==> src/rtl/uart_pkg.sv <==
`default_nettype none
// ============================================================================
//  Module      : uart_pkg
//  Description : Shared UART definitions: oversampling constants, receiver
//                state encoding and frame-format levels common to TX and RX.
//  Revision    : 1.0  initial release
// ============================================================================
package uart_pkg;

    // Oversampling: 16 ticks per bit, centre of a bit is 7 ticks after an edge
    localparam int         OS_RATE = 16;
    localparam logic [3:0] OS_MID  = 4'd7;
    localparam logic [3:0] OS_LAST = 4'(OS_RATE - 1);

    // Frame format shared with the transmitter
    localparam logic LINE_IDLE         = 1'b1;
    localparam logic START_LEVEL       = 1'b0;
    localparam logic STOP_LEVEL        = 1'b1;
    localparam int   DATA_BITS_MIN     = 5;
    localparam int   DATA_BITS_MAX     = 9;
    localparam int   DATA_BITS_DEFAULT = 8;

    // Receiver FSM encoding
    typedef enum logic [2:0] {
        ST_IDLE  = 3'd0,
        ST_START = 3'd1,
        ST_DATA  = 3'd2,
        ST_STOP  = 3'd3,
        ST_BREAK = 3'd4
    } uart_rx_state_t;

endpackage
`default_nettype wire

==> src/rtl/uart_sync2.sv <==
`default_nettype none
// ============================================================================
//  Module      : uart_sync2
//  Description : Generic two-flop synchronizer for a single asynchronous
//                input, with a configurable reset value.
//  Revision    : 1.0  initial release
// ============================================================================
module uart_sync2 #(
    parameter logic RESET_VALUE = 1'b0
) (
    input  logic clk,
    input  logic reset,
    input  logic d,
    output logic q
);

    logic meta;

    // Two back-to-back flops; the first may go metastable, the second filters it
    always_ff @(posedge clk or posedge reset) begin
        if (reset) begin
            meta <= RESET_VALUE;
            q    <= RESET_VALUE;
        end else begin
            meta <= d;
            q    <= meta;
        end
    end

endmodule
`default_nettype wire

==> src/rtl/uart_rx_core.sv <==
`default_nettype none
// ============================================================================
//  Module      : uart_rx_core
//  Description : UART receiver. Oversamples the line at 16x baud, validates
//                the start bit at its centre, samples data bits LSB first and
//                emits a one-cycle valid or framing-error strobe per frame.
//  Revision    : 1.0  initial release
// ============================================================================
module uart_rx_core
    import uart_pkg::*;
#(
    parameter int DATA_BITS = DATA_BITS_DEFAULT
) (
    input  logic                 clk,
    input  logic                 reset,
    input  logic                 rx,
    input  logic                 tick16,
    output logic [DATA_BITS-1:0] rx_data,
    output logic                 rx_valid,
    output logic                 rx_frame_err,
    output logic                 rx_busy
);

    localparam int             BIT_W    = $clog2(DATA_BITS + 1);
    localparam logic [BIT_W-1:0] BIT_ONE  = BIT_W'(1);
    localparam logic [BIT_W-1:0] LAST_BIT = BIT_W'(DATA_BITS - 1);

    logic                 rx_s;

    uart_rx_state_t       state,        state_n;
    logic [3:0]           tick_cnt,     tick_cnt_n;
    logic [BIT_W-1:0]     bit_cnt,      bit_cnt_n;
    logic [DATA_BITS-1:0] shift_reg,    shift_reg_n;
    logic [DATA_BITS-1:0] rx_data_n;
    logic                 rx_valid_n;
    logic                 rx_frame_err_n;

    // Bring the asynchronous line into the clk domain; idles high
    uart_sync2 #(
        .RESET_VALUE (LINE_IDLE)
    ) u_rx_sync (
        .clk   (clk),
        .reset (reset),
        .d     (rx),
        .q     (rx_s)
    );

    // State, counters, shift register and registered outputs
    always_ff @(posedge clk or posedge reset) begin
        if (reset) begin
            state        <= ST_IDLE;
            tick_cnt     <= '0;
            bit_cnt      <= '0;
            shift_reg    <= '0;
            rx_data      <= '0;
            rx_valid     <= 1'b0;
            rx_frame_err <= 1'b0;
        end else begin
            state        <= state_n;
            tick_cnt     <= tick_cnt_n;
            bit_cnt      <= bit_cnt_n;
            shift_reg    <= shift_reg_n;
            rx_data      <= rx_data_n;
            rx_valid     <= rx_valid_n;
            rx_frame_err <= rx_frame_err_n;
        end
    end

    // Next-state logic; everything holds except on tick16, strobes default low
    always_comb begin
        state_n        = state;
        tick_cnt_n     = tick_cnt;
        bit_cnt_n      = bit_cnt;
        shift_reg_n    = shift_reg;
        rx_data_n      = rx_data;
        rx_valid_n     = 1'b0;
        rx_frame_err_n = 1'b0;

        if (tick16) begin
            case (state)
                ST_IDLE: begin
                    if (rx_s == START_LEVEL) begin
                        state_n    = ST_START;
                        tick_cnt_n = '0;
                    end
                end

                ST_START: begin
                    if (tick_cnt == OS_MID) begin
                        if (rx_s == START_LEVEL) begin
                            state_n    = ST_DATA;
                            tick_cnt_n = '0;
                            bit_cnt_n  = '0;
                        end else begin
                            // Line went back high before mid-bit: a glitch
                            state_n = ST_IDLE;
                        end
                    end else begin
                        tick_cnt_n = tick_cnt + 4'd1;
                    end
                end

                ST_DATA: begin
                    tick_cnt_n = tick_cnt + 4'd1;
                    if (tick_cnt == OS_LAST) begin
                        shift_reg_n = {rx_s, shift_reg[DATA_BITS-1:1]};
                        bit_cnt_n   = bit_cnt + BIT_ONE;
                        if (bit_cnt == LAST_BIT) begin
                            state_n = ST_STOP;
                        end
                    end
                end

                ST_STOP: begin
                    tick_cnt_n = tick_cnt + 4'd1;
                    if (tick_cnt == OS_LAST) begin
                        if (rx_s == STOP_LEVEL) begin
                            rx_data_n  = shift_reg;
                            rx_valid_n = 1'b1;
                            state_n    = ST_IDLE;
                        end else begin
                            rx_frame_err_n = 1'b1;
                            state_n        = ST_BREAK;
                        end
                    end
                end

                ST_BREAK: begin
                    // Wait for the line to recover so a held-low line errors once
                    if (rx_s == LINE_IDLE) begin
                        state_n = ST_IDLE;
                    end
                end

                default: begin
                    state_n = ST_IDLE;
                end
            endcase
        end
    end

    assign rx_busy = (state != ST_IDLE);

endmodule
`default_nettype wire

==> config.mk <==
export PLATFORM = sky130hd
export DESIGN_NAME = uart_rx_core
export DESIGN_NICKNAME = d
export VERILOG_FILES = /design/src/rtl/uart_pkg.sv /design/src/rtl/uart_sync2.sv /design/src/rtl/uart_rx_core.sv
export SDC_FILE = /design/constraint.sdc
export NUM_CORES = 1
export LEC_CHECK = 0
export BUFFER_PORTS_ARGS = -buffer_cell sky130_fd_sc_hd__buf_2
export CORE_MARGIN = 4
export CORE_UTILIZATION = 25
export CTS_CLUSTER_DIAMETER = 150
export DETAILED_ROUTE_END_ITERATION = 12
export PLACE_DENSITY = 0.44
export SLEW_MARGIN = 20
export SYNTH_ARGS = -nofsm -noshare
export SYNTH_HDL_FRONTEND = slang
export SYNTH_SLANG_ARGS = --single-unit
==> constraint.sdc <==
create_clock -name clk -period 3.3 [get_ports clk]
set_input_delay 0.66 -clock clk [delete_from_list [all_inputs] [get_ports clk]]
set_output_delay 0.66 -clock clk [all_outputs]
set_load 0.02 [all_outputs]
==> run_results.csv, run 1 <==
group,metric,value,unit
run_status,status,"finished clean",
routing,drc,0,
placed_design,io_buffer_count,14,
routing,viasPerCell,4.37,
setup_path,cp-startpoint,"state[0]",
grt,gr-usage-all-layers,8.14,%
placed_design,gp_congestion,0.752,
die,fp.dieArea,6930,um^2
grt,first_global_vias,907,
pwr,p_leak,0.797,nW
setup_path,r2r-end,"rx_data[7]",
placed_design,placed_area,1570,um^2
setup_path,reg2reg_depth,4,
logic_synthesis,synth_largest_area_cell,"dfrtp_1",
timing,fin_worst_skew,0.00658,ns
clock_network,cts_buffers,5,
timing,max_freq,533,MHz
timing,worst_pin_slew,0.670,ns
timing,tns,0,ns
timing,min_period_over_period,56.8,%
logic_synthesis,netlist-cell-type-count,34,
setup_path,critPathKind,"reg -> out",
grt,grt_pass1_wl,4420,um
timing,slew_headroom,55.3,%
clock_network,post-cts-setup-buffer-count,0,
clock_network,cts_tree,"done",
clock_network,ctsResizeCount,0,
setup_path,critPathMaxFanout,11,
logic_synthesis,yosys_warnings,0,
setup_path,worstPathArrival,1.22,ns
timing,rsz0062_at_grt,"no",
clock_network,clkTransAtPathRegs,0.07,ns
final_layout,synthToLayoutAreaGrowth,18.9,%
logic_synthesis,synth_edf_count,0,
clock_network,hold_buffers,0,
final_layout,drive_above_1_share,35.3,%
logic_synthesis,async_flop_share,100,%
timing,finalHoldViolations,0,
routing,drt_iter0_markers,32,
timing,timing.final.crit_period,1.88,ns
timing,finalMaxSlewViolations,0,
die,die_w,83.2,um
grt,grt_overflow_total,0,
setup_path,endpoint,"rx_busy",
final_layout,fin_nets,141,
timing,final-setup-viol-count,0,
routing,dr_total_vias,909,
run,max-cap-violations,0,
pwr,power,1.34,mW
die,row_count,27,
final_layout,fin_area,1680,um^2
placed_design,placed_cells,200,
clock_network,cts_buffer_depth,2,
timing,holdWs,0.357,ns
logic_synthesis,synth_area_per_cell,12.3,um^2
clock_network,htreeDepth,2,
clock_network,cts-root-buf,"clkbuf_8",
die,io_pins,15,
logic_synthesis,netlist_top_cells_area,"dfrtp_1 51%, mux2_2 14%, dfstp_2 3.7%",
logic_synthesis,syn_area,1420,um^2
routing,wl_per_cell,12.7,um
logic_synthesis,syn_nets,121,
setup_path,timing.rr.start,"tick_cnt[0]",
logic_synthesis,syn_inst,115,
grt,grt_max_degree,32,
die,chipHeight,83.2,um
logic_synthesis,synth-seq-cells,31,
setup_path,rrSetupSlack,1.47,ns
pwr,ir_drop,283,uV
die,start_util,25.7,%
grt,antenna_found_initial,0,
routing,first_pass_iters,4,
setup_path,worstPathRequired,2.64,ns
logic_synthesis,synthFlopType,"dfrtp_1",
clock_network,insertion_delay,0.28,ns
logic_synthesis,synth_top_area_share,51.3,%
clock_network,cts_sinks,31,
worst_hold_path,min_path_type,"reg -> reg",
routing,wirelength,2640,um
placed_design,post-dp-hpwl,1860,um
setup_path,end_kind,"output pin",
routing,drt.antenna.violating_nets,0,
final_layout,layout.cells.non_filler,208,
die,coreArea,5510,um^2
setup_path,cp-start-kind,"flop",
final_layout,diodes,0,
pwr,power_density,798,nW/um^2
logic_synthesis,synth-seq-area-share,55.0,%
-- routing by layer --
metal	track usage (%)	vias up	part of all wire, %	wire [um]
met2	12.0	16	47	1240
met1	10.5	441	47	1250
met4	2.67	0	0.80	21
met5	0	-	0	0
met3	3.87	4	4.8	126
li1	-	448	-	-
-- synth_stat cells, types with 2 or more instances --
library cell	number
o21ai_0	4
mux2_2	18
xor2_1	3
o22ai_1	2
nand2_1	4
a21oi_1	5
and4b_1	2
dfstp_2	2
nor3_4	2
nor3_1	3
o211ai_1	2
nand3_1	2
dfrtp_1	29
nand2b_1	2
ha_1	2
nor2_1	7
inv_1	9
-- final cells by class --
| type | instances | area (um^2) |
|---|---|---|
| clock inverter | 3 | 43.8 |
| inverter | 9 | 33.8 |
| tap | 72 | 90.1 |
| sequential | 31 | 778 |
| multi-input combinational | 73 | 591 |
| clock buffer | 5 | 68.8 |
| timing repair buffer | 15 | 77.6 |
| fill | 558 | 3820 |
-- cells in the final DEF (no fill, tap or decap), types with 2 or more instances in the layout --
master and instances:
dfrtp_1 29, mux2_2 18, buf_2 14, inv_1 9
nor2_1 7, a21oi_1 5, clkbuf_8 5, nand2_1 4
o21ai_0 4, xor2_1 3, nor3_1 3, nor3_4 2
and4b_1 2, nand3_1 2, nand2b_1 2, o211ai_1 2
o22ai_1 2, ha_1 2, dfstp_2 2
-- stage by stage --
step	worst slack (ns)	utilization (%)
3_3_place_gp	1.34	28.5
3_5_place_dp	1.34	28.5
5_1_grt	1.34	30.6
6_report	1.42	30.6
2_1_floorplan	1.66	-
4_1_cts	1.41	30.6
-- where the power goes --
part / leakage (nW) / switching [mW] / internal, mW
clock network: 0.0581 / 0.152 / 0.225
registers: 0.396 / 0.117 / 0.484
logic: 0.342 / 0.193 / 0.173
total: 0.797 / 0.461 / 0.881
-- worst min path at each step --
stage	startpoint	endpoint	slack [ns]	cells past startpoint
after detailed placement	u_rx_sync.meta	u_rx_sync.q	0.35	0
after global routing	u_rx_sync.meta	u_rx_sync.q	0.36	0
final	u_rx_sync.meta	u_rx_sync.q	0.36	0
after floorplan	u_rx_sync.meta	u_rx_sync.q	0.35	0
after global placement	u_rx_sync.meta	u_rx_sync.q	0.35	0
after CTS	u_rx_sync.meta	u_rx_sync.q	0.36	0
-- worst max-delay path: stages, from the launching register on --
cell and delay, ns:
dfrtp_1 0.51, nor2_1 0.20, nand2_1 0.07, buf_2 0.15
-- cells by family after synthesis --
| kind of cell | Yosys count | share of synthesized area [%] |
|---|---|---|
| DFF | 31 | 55.0 |
| buffers and inverters | 11 | 3.27 |
| and+or+nand+nor | 31 | 15.4 |
| muxes | 18 | 14.3 |
| adders and majority gates | 2 | 1.77 |
| xor gates and xnor gates | 3 | 1.86 |
| AOI/OAI and AO/OA | 19 | 8.40 |
Note: power is estimated with default switching activity, not from simulation.
==> run 2: changes to the inputs <==
Clock period 3.3 ns to 1.9 ns, I/O delays scaled along.
==> run_results.csv, run 2 (synthesis gave the netlist of run 1 again) <==
group,metric,value,unit
run_status,status,"finished clean",
setup_path,critPathMaxFanout,5,
routing,viasPerCell,4.44,
die,io_pins,15,
routing,dr_total_vias,941,
clock_network,htreeDepth,2,
placed_design,placed_area,1610,um^2
die,row_count,27,
routing,first_pass_iters,4,
placed_design,post-dp-hpwl,1810,um
die,chipHeight,83.2,um
clock_network,post-cts-setup-buffer-count,0,
die,die_w,83.2,um
die,fp.dieArea,6930,um^2
clock_network,ctsResizeCount,0,
clock_network,cts_buffer_depth,2,
timing,finalHoldViolations,0,
setup_path,cp-startpoint,"tick_cnt[0]",
final_layout,diodes,0,
setup_path,worstPathRequired,2.06,ns
pwr,ir_drop,464,uV
grt,grt_pass1_wl,4370,um
grt,antenna_found_initial,0,
timing,min_period_over_period,93.2,%
clock_network,cts_buffers,5,
routing,drt_iter0_markers,34,
die,start_util,25.7,%
clock_network,hold_buffers,0,
final_layout,fill_cells,558,
routing,wirelength,2570,um
die,coreArea,5510,um^2
clock_network,cts_tree,"done",
timing,fin_worst_skew,0.00476,ns
timing,timing.final.crit_period,1.77,ns
clock_network,insertion_delay,0.28,ns
clock_network,cts-root-buf,"clkbuf_8",
timing,worst_pin_slew,0.483,ns
worst_hold_path,min_path_type,"in -> async",
grt,grt_overflow_total,0,
setup_path,end_kind,"flop",
setup_path,timing.rr.start,"tick_cnt[0]",
routing,wl_per_cell,12.1,um
run,max-cap-violations,0,
grt,first_global_vias,911,
pwr,p_leak,0.811,nW
setup_path,critPathKind,"reg -> reg",
routing,drc,0,
final_layout,final_common_cell,"dfrtp_1",
final_layout,fin_area,1700,um^2
timing,rsz0062_at_grt,"no",
timing,slew_headroom,67.3,%
setup_path,worstPathArrival,1.94,ns
grt,grt_max_degree,32,
placed_design,io_buffer_count,14,
clock_network,clkTransAtPathRegs,0.06,ns
final_layout,synthToLayoutAreaGrowth,19.9,%
routing,drt.antenna.violating_nets,0,
final_layout,fin_nets,145,
clock_network,cts_sinks,31,
pwr,power_density,1290,nW/um^2
setup_path,cp-start-kind,"flop",
final_layout,layout_common_cells,"29 x dfrtp_1, 18 x mux2_2, 14 x buf_2, 9 x inv_1, 7 x nor2_1",
final_layout,drive_above_1_share,37.1,%
timing,max_freq,565,MHz
timing,tns,0,ns
placed_design,gp_congestion,0.721,
final_layout,layout.cells.non_filler,212,
timing,final-setup-viol-count,0,
grt,gr-usage-all-layers,7.87,%
placed_design,placed_cells,204,
timing,finalMaxSlewViolations,0,
-- run 2: cell types whose count changed in the layout (fill, tap and decap cells not counted) --
cell,previous run,this run
clkinv_2,1,3
buf_4,1,4
clkinv_4,1,0
bufinv_16,1,0
buf_12,0,1
-- run 2: area by class of cell --
type | count | area [um^2] | share of cell area [%]
clock buffer | 5 | 68.8 | 4.06
timing repair buffer | 19 | 120 | 7.08
multi-input combinational | 73 | 591 | 34.8
tap | 72 | 90.1 | 5.31
sequential | 31 | 778 | 45.9
clock inverter | 3 | 15.0 | 0.885
inverter | 9 | 33.8 | 1.99
-- run 2: path summary, 6_finish.rpt --
| check | endpoint | slack (ns) | cells after the start |
|---|---|---|---|
| worst min-delay path | rx_frame_err | 0.17 | 3 |
| min in group clk | u_rx_sync.meta | 0.20 | 1 |
| max in group asynchronous | u_rx_sync.meta | 1.41 | 3 |
| worst min register to register | u_rx_sync.q | 0.36 | 0 |
| worst max-delay path | state[2] | 0.13 | 5 |
| worst max register to register | state[2] | 0.13 | 5 |
-- run 2: layer usage --
metal	vias to the layer above	GRT usage (%)	wire length (um)	part of all wire, %
li1	459	-	-	-
met1	450	10.0	1230	48
met2	24	11.6	1150	45
met3	8	3.08	120	4.7
met4	0	3.86	68	2.6
met5	-	0	0	0
-- run 2: metrics by stage --
step	power, mW	worst slack [ns]	utilization, %	hold WS (ns)
floorplan	1.54	0.281	-	0.345
global placement	1.69	0.207	29.3	0.346
detailed placement	1.71	0.136	29.3	0.347
CTS	2.22	0.128	30.8	0.174
global route	2.35	0.0130	30.8	0.181
finish	2.19	0.130	30.8	0.166
-- run 2: report_power, final --
| part | internal [mW] | switching (mW) | total [mW] |
|---|---|---|---|
| Sequential | 0.840 | 0.212 | 1.05 |
| Combinational | 0.313 | 0.337 | 0.649 |
| Clock | 0.250 | 0.236 | 0.486 |
| Total | 1.40 | 0.785 | 2.19 |
-- run 2: worst max-delay path, stage by stage (launching register included) --
cell and delay [ns]:
dfrtp_1 0.40, ha_1 0.30, nand3b_1 0.16, a32oi_1 0.21, and4b_1 0.26, mux2_2 0.34
==> run 3: changes to the inputs <==
Settings changed: CORE_UTILIZATION 25 to 40, PLACE_DENSITY 0.44 to 0.61, SKIP_LAST_GASP set to 1.
==> run_results.csv, run 3 (synthesis gave the netlist of run 1 again) <==
group,metric,value,unit
pwr,ir_drop,573,uV
grt,grt_max_degree,32,
routing,wirelength,2510,um
timing,timing.final.crit_period,1.74,ns
routing,wl_per_cell,13.6,um
final_layout,fill_cells,310,
placed_design,post-place-ws,0.116,ns
timing,max_freq,574,MHz
run,max-cap-violations,0,
routing,dr_total_vias,935,
timing,tns,0,ns
die,chipHeight,67.5,um
setup_path,worstPathRequired,2.13,ns
clock_network,cts_buffer_depth,2,
routing,viasPerCell,5.05,
timing,final-setup-viol-count,0,
clock_network,cts_sinks,31,
final_layout,synthToLayoutAreaGrowth,16.5,%
timing,worst_pin_slew,0.535,ns
setup_path,reg2reg_depth,5,
final_layout,diodes,0,
clock_network,hold_buffers,0,
clock_network,insertion_delay,0.34,ns
setup_path,cp-start-kind,"flop",
die,die_w,67.5,um
worst_hold_path,min_path_type,"in -> async",
setup_path,critPathMaxFanout,5,
final_layout,final_common_cell,"dfrtp_1",
grt,gr-usage-all-layers,13.2,%
final_layout,seq_area,778,um^2
clock_network,htreeDepth,2,
grt,grt_overflow_total,0,
die,start_util,41.7,%
setup_path,r2r-end,"state[2]",
placed_design,post-dp-hpwl,1740,um
die,coreArea,3390,um^2
die,io_pins,15,
pwr,p_leak,0.801,nW
clock_network,cts-root-buf,"clkbuf_4",
timing,min_period_over_period,91.7,%
final_layout,fin_nets,144,
timing,rsz0062_at_grt,"no",
routing,first_pass_iters,6,
setup_path,crit_chain,"ha_2 > nand3b_1 > a32oi_1 > and4b_1 > mux2_2",
grt,first_global_vias,925,
grt,grt_pass1_wl,4280,um
clock_network,cts_buffers,5,
timing,fin_worst_skew,0.0121,ns
pwr,power_density,1360,nW/um^2
routing,drc,0,
setup_path,rrSetupSlack,0.16,ns
setup_path,path_buf_inv,0,
setup_path,crit_path_max_incr_delay,0.41,ns
clock_network,post-cts-setup-buffer-count,0,
setup_path,worstPathArrival,1.98,ns
final_layout,layout_common_cells,"29 x dfrtp_1, 18 x mux2_2, 14 x buf_2, 9 x inv_1, 7 x nor2_1",
setup_path,crit_family,"simple AND/OR/NAND/NOR gates",
run_status,status,"finished clean",
timing,fin_ws,0.157,ns
setup_path,end_kind,"flop",
grt,antenna_found_initial,0,
timing,finalMaxSlewViolations,0,
clock_network,cts_tree,"done",
die,fp.dieArea,4550,um^2
timing,slew_headroom,63.8,%
clock_network,clkTransAtPathRegs,0.11,ns
final_layout,multi_input_area,593,um^2
placed_design,gp_congestion,0.814,
final_layout,drive_above_1_share,37.4,%
routing,drt_iter0_markers,37,
timing,holdWs,0.107,ns
timing,finalHoldViolations,0,
setup_path,critPathKind,"reg -> reg",
placed_design,io_buffer_count,14,
setup_path,crit_slowest_cell,"dfrtp_1",
routing,drt.antenna.violating_nets,0,
die,row_count,21,
setup_path,timing.rr.start,"tick_cnt[0]",
==> run 3: cell types whose count changed in the layout (fill, tap and decap cells not counted), sizes merged <==
| cell | previous run | this run |
|---|---|---|
| clkinv | 3 | 1 |
| buf | 19 | 18 |
| bufinv | 0 | 1 |
| clkbuf | 5 | 6 |
==> run 3: worst max path at each step <==
| stage | cells after the start | slack, ns | from | end |
|---|---|---|---|---|
| 6_report | 5 | 0.16 | tick_cnt[0] | state[2] |
| 3_3_place_gp | 5 | 0.22 | tick_cnt[0] | state[2] |
| 4_1_cts | 5 | 0.10 | tick_cnt[0] | state[2] |
| 3_5_place_dp | 5 | 0.12 | tick_cnt[0] | state[0] |
| 2_1_floorplan | 4 | 0.28 | tick_cnt[0] | rx_data[0] |
| 5_1_grt | 5 | 0.05 | tick_cnt[0] | state[2] |
==> run 3: through the flow <==
stage	util, %	total power [mW]	instance area [um^2]	std cells
floorplan	-	1.54	1420	115
global placement	46.0	1.67	1560	177
detailed placement	46.0	1.70	1560	177
CTS	48.6	2.25	1650	185
global route	48.7	2.40	1650	185
finish	48.7	2.24	1650	185
==> run 3: area by class of cell <==
type,count,share of cell area (%)
Clock buffer,6,3.11
Tap cell,46,3.49
Multi-Input combinational cell,73,36.0
Sequential cell,31,47.2
Inverter,9,2.05
Timing Repair Buffer,18,6.07
Clock inverter,2,2.12
==> run 3: per-layer routing <==
metal	track usage [%]	vias up	wire, um
li1	-	456	-
met1	16.6	448	1180
met2	18.8	25	1160
met3	5.99	6	136
met4	6.84	0	34
met5	0	-	0
==> run 3: what timing repair did <==
action / 4_1_cts / 5_1_grt
setup endpoints to repair: 0 / 2
hold endpoints to repair: 0 / 0
resized for setup: 0 / 1
==> run 3: power breakdown <==
group / leakage (nW) / internal, mW / total, mW / switching (mW)
registers: 0.396 / 0.838 / 1.04 / 0.203
clock network: 0.0482 / 0.311 / 0.546 / 0.235
logic: 0.357 / 0.309 / 0.651 / 0.342
==> run 3: tightest hold or removal path: stages <==
cell and delay, ns:
buf_2 0.09, inv_1 0.04, buf_4 0.35
